<file path="src/rtl/bram_arb_pkg.sv">
// Shared geometry and issue-stage record for the dual-port BRAM arbiter.
package bram_arb_pkg;

   localparam int DEF_NUM_REQ = 4;
   localparam int DEF_ADDR_W  = 6;
   localparam int DEF_DATA_W  = 128;
   localparam int DEF_ID_W    = 2;

   typedef struct packed {
      logic                  we;
      logic [DEF_ADDR_W-1:0] addr;
      logic [DEF_DATA_W-1:0] wdata;
      logic [DEF_ID_W-1:0]   id;
   } issue_t;

endpackage

</file>
<file path="src/rtl/rr_pick2.sv">
// Two-winner round-robin picker; the second winner skips requesters
// whose address collides with the first when either side writes.
module rr_pick2
   import bram_arb_pkg::*;
#(
   parameter int NUM_REQ = DEF_NUM_REQ,
   parameter int ADDR_W  = DEF_ADDR_W,
   parameter int ID_W    = DEF_ID_W
) (
   input  logic [NUM_REQ-1:0]        valid,
   input  logic [NUM_REQ-1:0]        we,
   input  logic [NUM_REQ*ADDR_W-1:0] addr,
   input  logic [ID_W-1:0]           ptr,
   output logic                      grant_a,
   output logic [ID_W-1:0]           idx_a,
   output logic                      grant_b,
   output logic [ID_W-1:0]           idx_b,
   output logic [NUM_REQ-1:0]        ready
);

   int                pos;
   logic [ADDR_W-1:0] a_addr;
   logic              a_we;
   logic              clash;

   always_comb begin
      grant_a = 1'b0;
      idx_a   = '0;
      grant_b = 1'b0;
      idx_b   = '0;
      ready   = '0;
      pos     = 0;
      a_addr  = '0;
      a_we    = 1'b0;
      clash   = 1'b0;
      for (int k = 0; k < NUM_REQ; k++) begin
         pos = int'(ptr) + k;
         if (pos >= NUM_REQ)
            pos = pos - NUM_REQ;
         clash = (addr[pos*ADDR_W +: ADDR_W] == a_addr)
               && (a_we || we[pos]);
         if (valid[pos]) begin
            if (!grant_a) begin
               grant_a    = 1'b1;
               idx_a      = ID_W'(pos);
               a_addr     = addr[pos*ADDR_W +: ADDR_W];
               a_we       = we[pos];
               ready[pos] = 1'b1;
            end else if (!grant_b && !clash) begin
               grant_b    = 1'b1;
               idx_b      = ID_W'(pos);
               ready[pos] = 1'b1;
            end
         end
      end
   end

endmodule

</file>
<file path="src/rtl/bram_dp_arbiter.sv">
// Round-robin sharing of one true-dual-port BRAM between NUM_REQ clients,
// with registered issue into the RAM and id-tagged read responses.
module bram_dp_arbiter
   import bram_arb_pkg::*;
#(
   parameter int NUM_REQ = DEF_NUM_REQ,
   parameter int ADDR_W  = DEF_ADDR_W,
   parameter int DATA_W  = DEF_DATA_W,
   parameter int ID_W    = DEF_ID_W
) (
   input  logic                      clock,
   input  logic                      reset,
   input  logic [NUM_REQ-1:0]        req_valid,
   output logic [NUM_REQ-1:0]        req_ready,
   input  logic [NUM_REQ-1:0]        req_we,
   input  logic [NUM_REQ*ADDR_W-1:0] req_addr,
   input  logic [NUM_REQ*DATA_W-1:0] req_wdata,
   output logic                      mem_ena,
   output logic                      mem_enb,
   output logic                      mem_wea,
   output logic                      mem_web,
   output logic [ADDR_W-1:0]         mem_addra,
   output logic [ADDR_W-1:0]         mem_addrb,
   output logic [DATA_W-1:0]         mem_dia,
   output logic [DATA_W-1:0]         mem_dib,
   input  logic [DATA_W-1:0]         mem_doa,
   input  logic [DATA_W-1:0]         mem_dob,
   output logic                      rsp_a_valid,
   output logic                      rsp_b_valid,
   output logic [ID_W-1:0]           rsp_a_id,
   output logic [ID_W-1:0]           rsp_b_id,
   output logic [DATA_W-1:0]         rsp_a_data,
   output logic [DATA_W-1:0]         rsp_b_data
);

   logic [ID_W-1:0]    rr_ptr;
   logic               grant_a;
   logic               grant_b;
   logic [ID_W-1:0]    idx_a;
   logic [ID_W-1:0]    idx_b;
   logic [NUM_REQ-1:0] pick_ready;
   logic [ID_W-1:0]    last;
   logic [ID_W:0]      inc;
   logic [ID_W-1:0]    next_ptr;
   logic               en_a;
   logic               en_b;
   issue_t             iss_a;
   issue_t             iss_b;
   issue_t             nxt_a;
   issue_t             nxt_b;

   rr_pick2 #(
      .NUM_REQ (NUM_REQ),
      .ADDR_W  (ADDR_W),
      .ID_W    (ID_W)
   ) u_pick (
      .valid   (req_valid),
      .we      (req_we),
      .addr    (req_addr),
      .ptr     (rr_ptr),
      .grant_a (grant_a),
      .idx_a   (idx_a),
      .grant_b (grant_b),
      .idx_b   (idx_b),
      .ready   (pick_ready)
   );

   // No handshakes while reset is held, even though inputs may be valid.
   assign req_ready = pick_ready & {NUM_REQ{~reset}};

   assign last     = grant_b ? idx_b : idx_a;
   assign inc      = {1'b0, last} + (ID_W+1)'(1);
   assign next_ptr = (inc == (ID_W+1)'(NUM_REQ)) ? '0 : inc[ID_W-1:0];

   assign nxt_a = '{
      we:    req_we[idx_a],
      addr:  req_addr[idx_a*ADDR_W +: ADDR_W],
      wdata: req_wdata[idx_a*DATA_W +: DATA_W],
      id:    idx_a
   };
   assign nxt_b = '{
      we:    req_we[idx_b],
      addr:  req_addr[idx_b*ADDR_W +: ADDR_W],
      wdata: req_wdata[idx_b*DATA_W +: DATA_W],
      id:    idx_b
   };

   always_ff @(posedge clock or posedge reset) begin
      if (reset) begin
         rr_ptr      <= '0;
         en_a        <= 1'b0;
         en_b        <= 1'b0;
         iss_a       <= '0;
         iss_b       <= '0;
         rsp_a_valid <= 1'b0;
         rsp_b_valid <= 1'b0;
         rsp_a_id    <= '0;
         rsp_b_id    <= '0;
      end else begin
         en_a <= grant_a;
         en_b <= grant_b;
         if (grant_a)
            iss_a <= nxt_a;
         if (grant_b)
            iss_b <= nxt_b;
         if (grant_a)
            rr_ptr <= next_ptr;
         rsp_a_valid <= en_a & ~iss_a.we;
         rsp_b_valid <= en_b & ~iss_b.we;
         rsp_a_id    <= iss_a.id;
         rsp_b_id    <= iss_b.id;
      end
   end

   assign mem_ena   = en_a;
   assign mem_enb   = en_b;
   assign mem_wea   = en_a & iss_a.we;
   assign mem_web   = en_b & iss_b.we;
   assign mem_addra = iss_a.addr;
   assign mem_addrb = iss_b.addr;
   assign mem_dia   = iss_a.wdata;
   assign mem_dib   = iss_b.wdata;

   assign rsp_a_data = mem_doa;
   assign rsp_b_data = mem_dob;

endmodule

</file>
<file path="config.mk">
export PLATFORM = sky130hd
export DESIGN_NAME = bram_dp_arbiter
export DESIGN_NICKNAME = d
export VERILOG_FILES = /design/src/rtl/bram_arb_pkg.sv /design/src/rtl/rr_pick2.sv /design/src/rtl/bram_dp_arbiter.sv
export SDC_FILE = /design/constraint.sdc
export NUM_CORES = 1
export LEC_CHECK = 0
export BUFFER_PORTS_ARGS = -buffer_cell sky130_fd_sc_hd__clkbuf_2
export CAP_MARGIN = 30
export CORE_AREA = 4 4 519 521
export DETAILED_ROUTE_END_ITERATION = 7
export DIE_AREA = 0 0 523 525
export GPL_ROUTABILITY_DRIVEN = 0
export SYNTH_ARGS = -nofsm -noshare
export SYNTH_HDL_FRONTEND = slang
export SYNTH_SLANG_ARGS = --single-unit
</file>
<file path="constraint.sdc">
create_clock -name clock -period 12.3 [get_ports clock]
set_input_delay 2.46 -clock clock [delete_from_list [all_inputs] [get_ports clock]]
set_output_delay 2.46 -clock clock [all_outputs]
set_load 0.1 [all_outputs]
</file>
==> metrics <==
Place WS around 2.8 ns; Die Span Y between 500 and 600 um; vias after detailed routing 25,900; Initial Util 0.0997; first-pass GRT wire length 278,000 um; hold buffer count at CTS 0; DP HPWL between 150,000 and 200,000 um; Data required, critical path slightly below 10 ns; Post-synth EDFFs 0; Clk pin slew, worst setup/hold paths 0.05 ns; cell taking the most area after synthesis dfrtp_1; syn nets roughly 4,000; post-synth top area share 0.269; Fin Setup TNS 0 ns; number of setup violations in the final report 0; global route overflow 0; syn_area_per_cell roughly 8.4 um2; layout cells sized above 1 0.348; Die ar. about 270,000 um2; DRC errors left 0; clk_skew around 0.020 ns; nets just over 4,000; vias in the first global route ~24,000; total number of yosys warnings 0; cell count after synthesis 3,150; clock sinks roughly 280; fin crit period just under 10 ns; first-pass detailed-route iteration total 6; number of fillers in the final layout between 30,000 and 40,000; number of distinct library cells after synthesis between 70 and 80; CP Max Fanout between 50 and 60; CP startpoint rr_ptr[0]; Clock Tree Buf Depth 3; CTS Root Cell clkbuf_16; H-tree level count 2; synth cell count leaders buf_4 (544), nand2_1 (322), mux2i_1 (305), o21ai_0 (286), dfrtp_1 (284); Antenna Nets Post-Route 0; pin count of the biggest net entering global routing 151; register area share after synthesis 0.269; Rel. slew slack 0.245; I/O Pins between 1,000 and 1,500; Reg-to-Reg Start rr_ptr[0]; wire per inst between 30 and 40 um; Min Hold Slack 0.371 ns; max-cap violations 0; worst-margin pin slew ~1.1 ns; number of synthesized register bits 284; Hold Vio Cnt, Final 0; Crit. End Element output pin; drt total wl approximately 220,000 um; vias per cell between 3 and 4; worst r2r dst mem_dib[111]; Setup CP Type reg -> out; Initial DRC Count 2,271; PnR worst setup slack 2.61 ns; RSZ-0062 raised after global routing false; Tcrit/Tclk final 0.788; synth-to-layout area growth 21.5%; Worst Reg-to-Reg Cells 18; worst hold path type reg -> reg; Die Wd roughly 520 um; Resized cells post-CTS 0; Site Rows approximately 190; R2R setup slack 4.73 ns; Skew-Pair Late Insertion Delay 0.67 ns; antenna violations before repair 226; clock buffer count from CTS 45; Critical path destination req_ready[1]; CTS tree done; number of port buffers ~830; Core Area between 200,000 and 300,000 um2; status finished, final reports clean; GR Util All Layers 0.155; Synth Cell Area roughly 26,000 um2; f_max ~0.10 GHz; synth top area cells dfrtp_1 (27%), buf_4 (15%), mux2i_1 (12%), mux2_2 (6.2%), o21ai_0 (5.4%); Max Transition Viols Final 0; top_reg_cell synth dfrtp_1; CP Launch Type flip-flop; Worst EP arrival between 7 and 8 ns; async set-or-reset flop fraction in the synthesized netlist 1.00; total setup buffers inserted after CTS 0; most frequent cell after synthesis buf_4
worst min-delay path by stage:
stage	start	end	slack [ns]	depth (start not counted)
2_1_floorplan	iss_a[0]	rsp_a_id[0]	0.35	0
6_report	iss_b[0]	rsp_b_id[0]	0.37	0
3_5_place_dp	iss_b[0]	rsp_b_id[0]	0.36	0
4_1_cts	iss_b[0]	rsp_b_id[0]	0.37	0
3_3_place_gp	iss_a[1]	rsp_a_id[1]	0.36	0
5_1_grt	iss_a[0]	rsp_a_id[0]	0.39	0
placed cells by master (no fill, tap or decap), types with 7 or more instances in the layout:
cell type	count
and2_1	11
diode_2	97
nor2b_1	19
nor3_1	9
o21ai_0	286
o31ai_1	8
mux2i_1	305
mux2_2	145
nor2_1	166
clkbuf_16	45
o211ai_1	129
nand3_1	146
nand2b_1	7
a21o_1	142
clkbuf_1	7
a21oi_1	154
clkbuf_2	827
o211ai_2	8
dfrtp_1	283
a221oi_1	10
inv_1	17
ha_1	10
xnor2_1	10
buf_12	7
a22oi_1	14
buf_4	34
nand2_1	321
clkbuf_8	8
nand3b_1	10
mux4_2	29
o21a_1	9
critical path: stages (launching register included):
cell,delay [ns]
dfrtp_4,0.73
buf_4,0.66
ha_1,0.45
nor2b_1,0.14
and2_1,0.18
ha_1,0.29
a21oi_1,0.55
a32oi_1,0.20
o31ai_1,0.19
a211oi_1,0.21
mux2_2,0.30
or4_1,0.65
nor3_1,0.55
o21ai_0,0.20
and2_1,0.23
a222oi_1,0.36
a21oi_1,0.21
clkbuf_2,0.42
cells by family after synthesis:
logic type / synth area share
compound gates: 0.200
fa+ha+maj: 0.00522
xor+xnor: 0.00465
other cells: 0.000142
simple gates: 0.120
mux: 0.202
buf+inv: 0.198
flops: 0.269
layout make-up:
cell class	count	area [um2]	area share
inverters	18	75.1	0.00234
flip-flops and latches	284	7110	0.222
clock buffers	60	1260	0.0394
diodes	97	243	0.00757
repair buffers	868	4530	0.141
clock inverters	20	284	0.00886
well taps	3533	4420	0.138
multi-input cells	2060	14100	0.441
stage by stage:
| step | cells | area, um2 | utilization |
|---|---|---|---|
| floorplan | 3150 | 26400 | - |
| global placement | 6762 | 30300 | 0.114 |
| detailed placement | 6763 | 30300 | 0.114 |
| CTS | 6843 | 31800 | 0.120 |
| global route | 6903 | 32000 | 0.121 |
| finish | 6940 | 32100 | 0.121 |
flip-flops by register name (all words and copies together), names as in the netlist:
| signal | cells |
|---|---|
| mem_dia | 128 |
| mem_dib | 128 |
| mem_addra | 6 |
| mem_addrb | 6 |
| iss_a | 3 |
| iss_b | 3 |
| rr_ptr | 2 |
| rsp_a_id | 2 |
| rsp_b_id | 2 |
| mem_ena | 1 |
| mem_enb | 1 |
| rsp_a_valid | 1 |
| rsp_b_valid | 1 |
per-layer routing:
metal	up-vias	global-route usage	share of wire
met1	12200	0.131	0.29
li1	11000	-	-
met5	-	0.000351	0.0041
met2	1938	0.247	0.46
met4	132	0.0872	0.060
met3	580	0.136	0.19
Power is not shown: default switching activity piles up to over one toggle a cycle in this logic, so the estimate is an artifact.
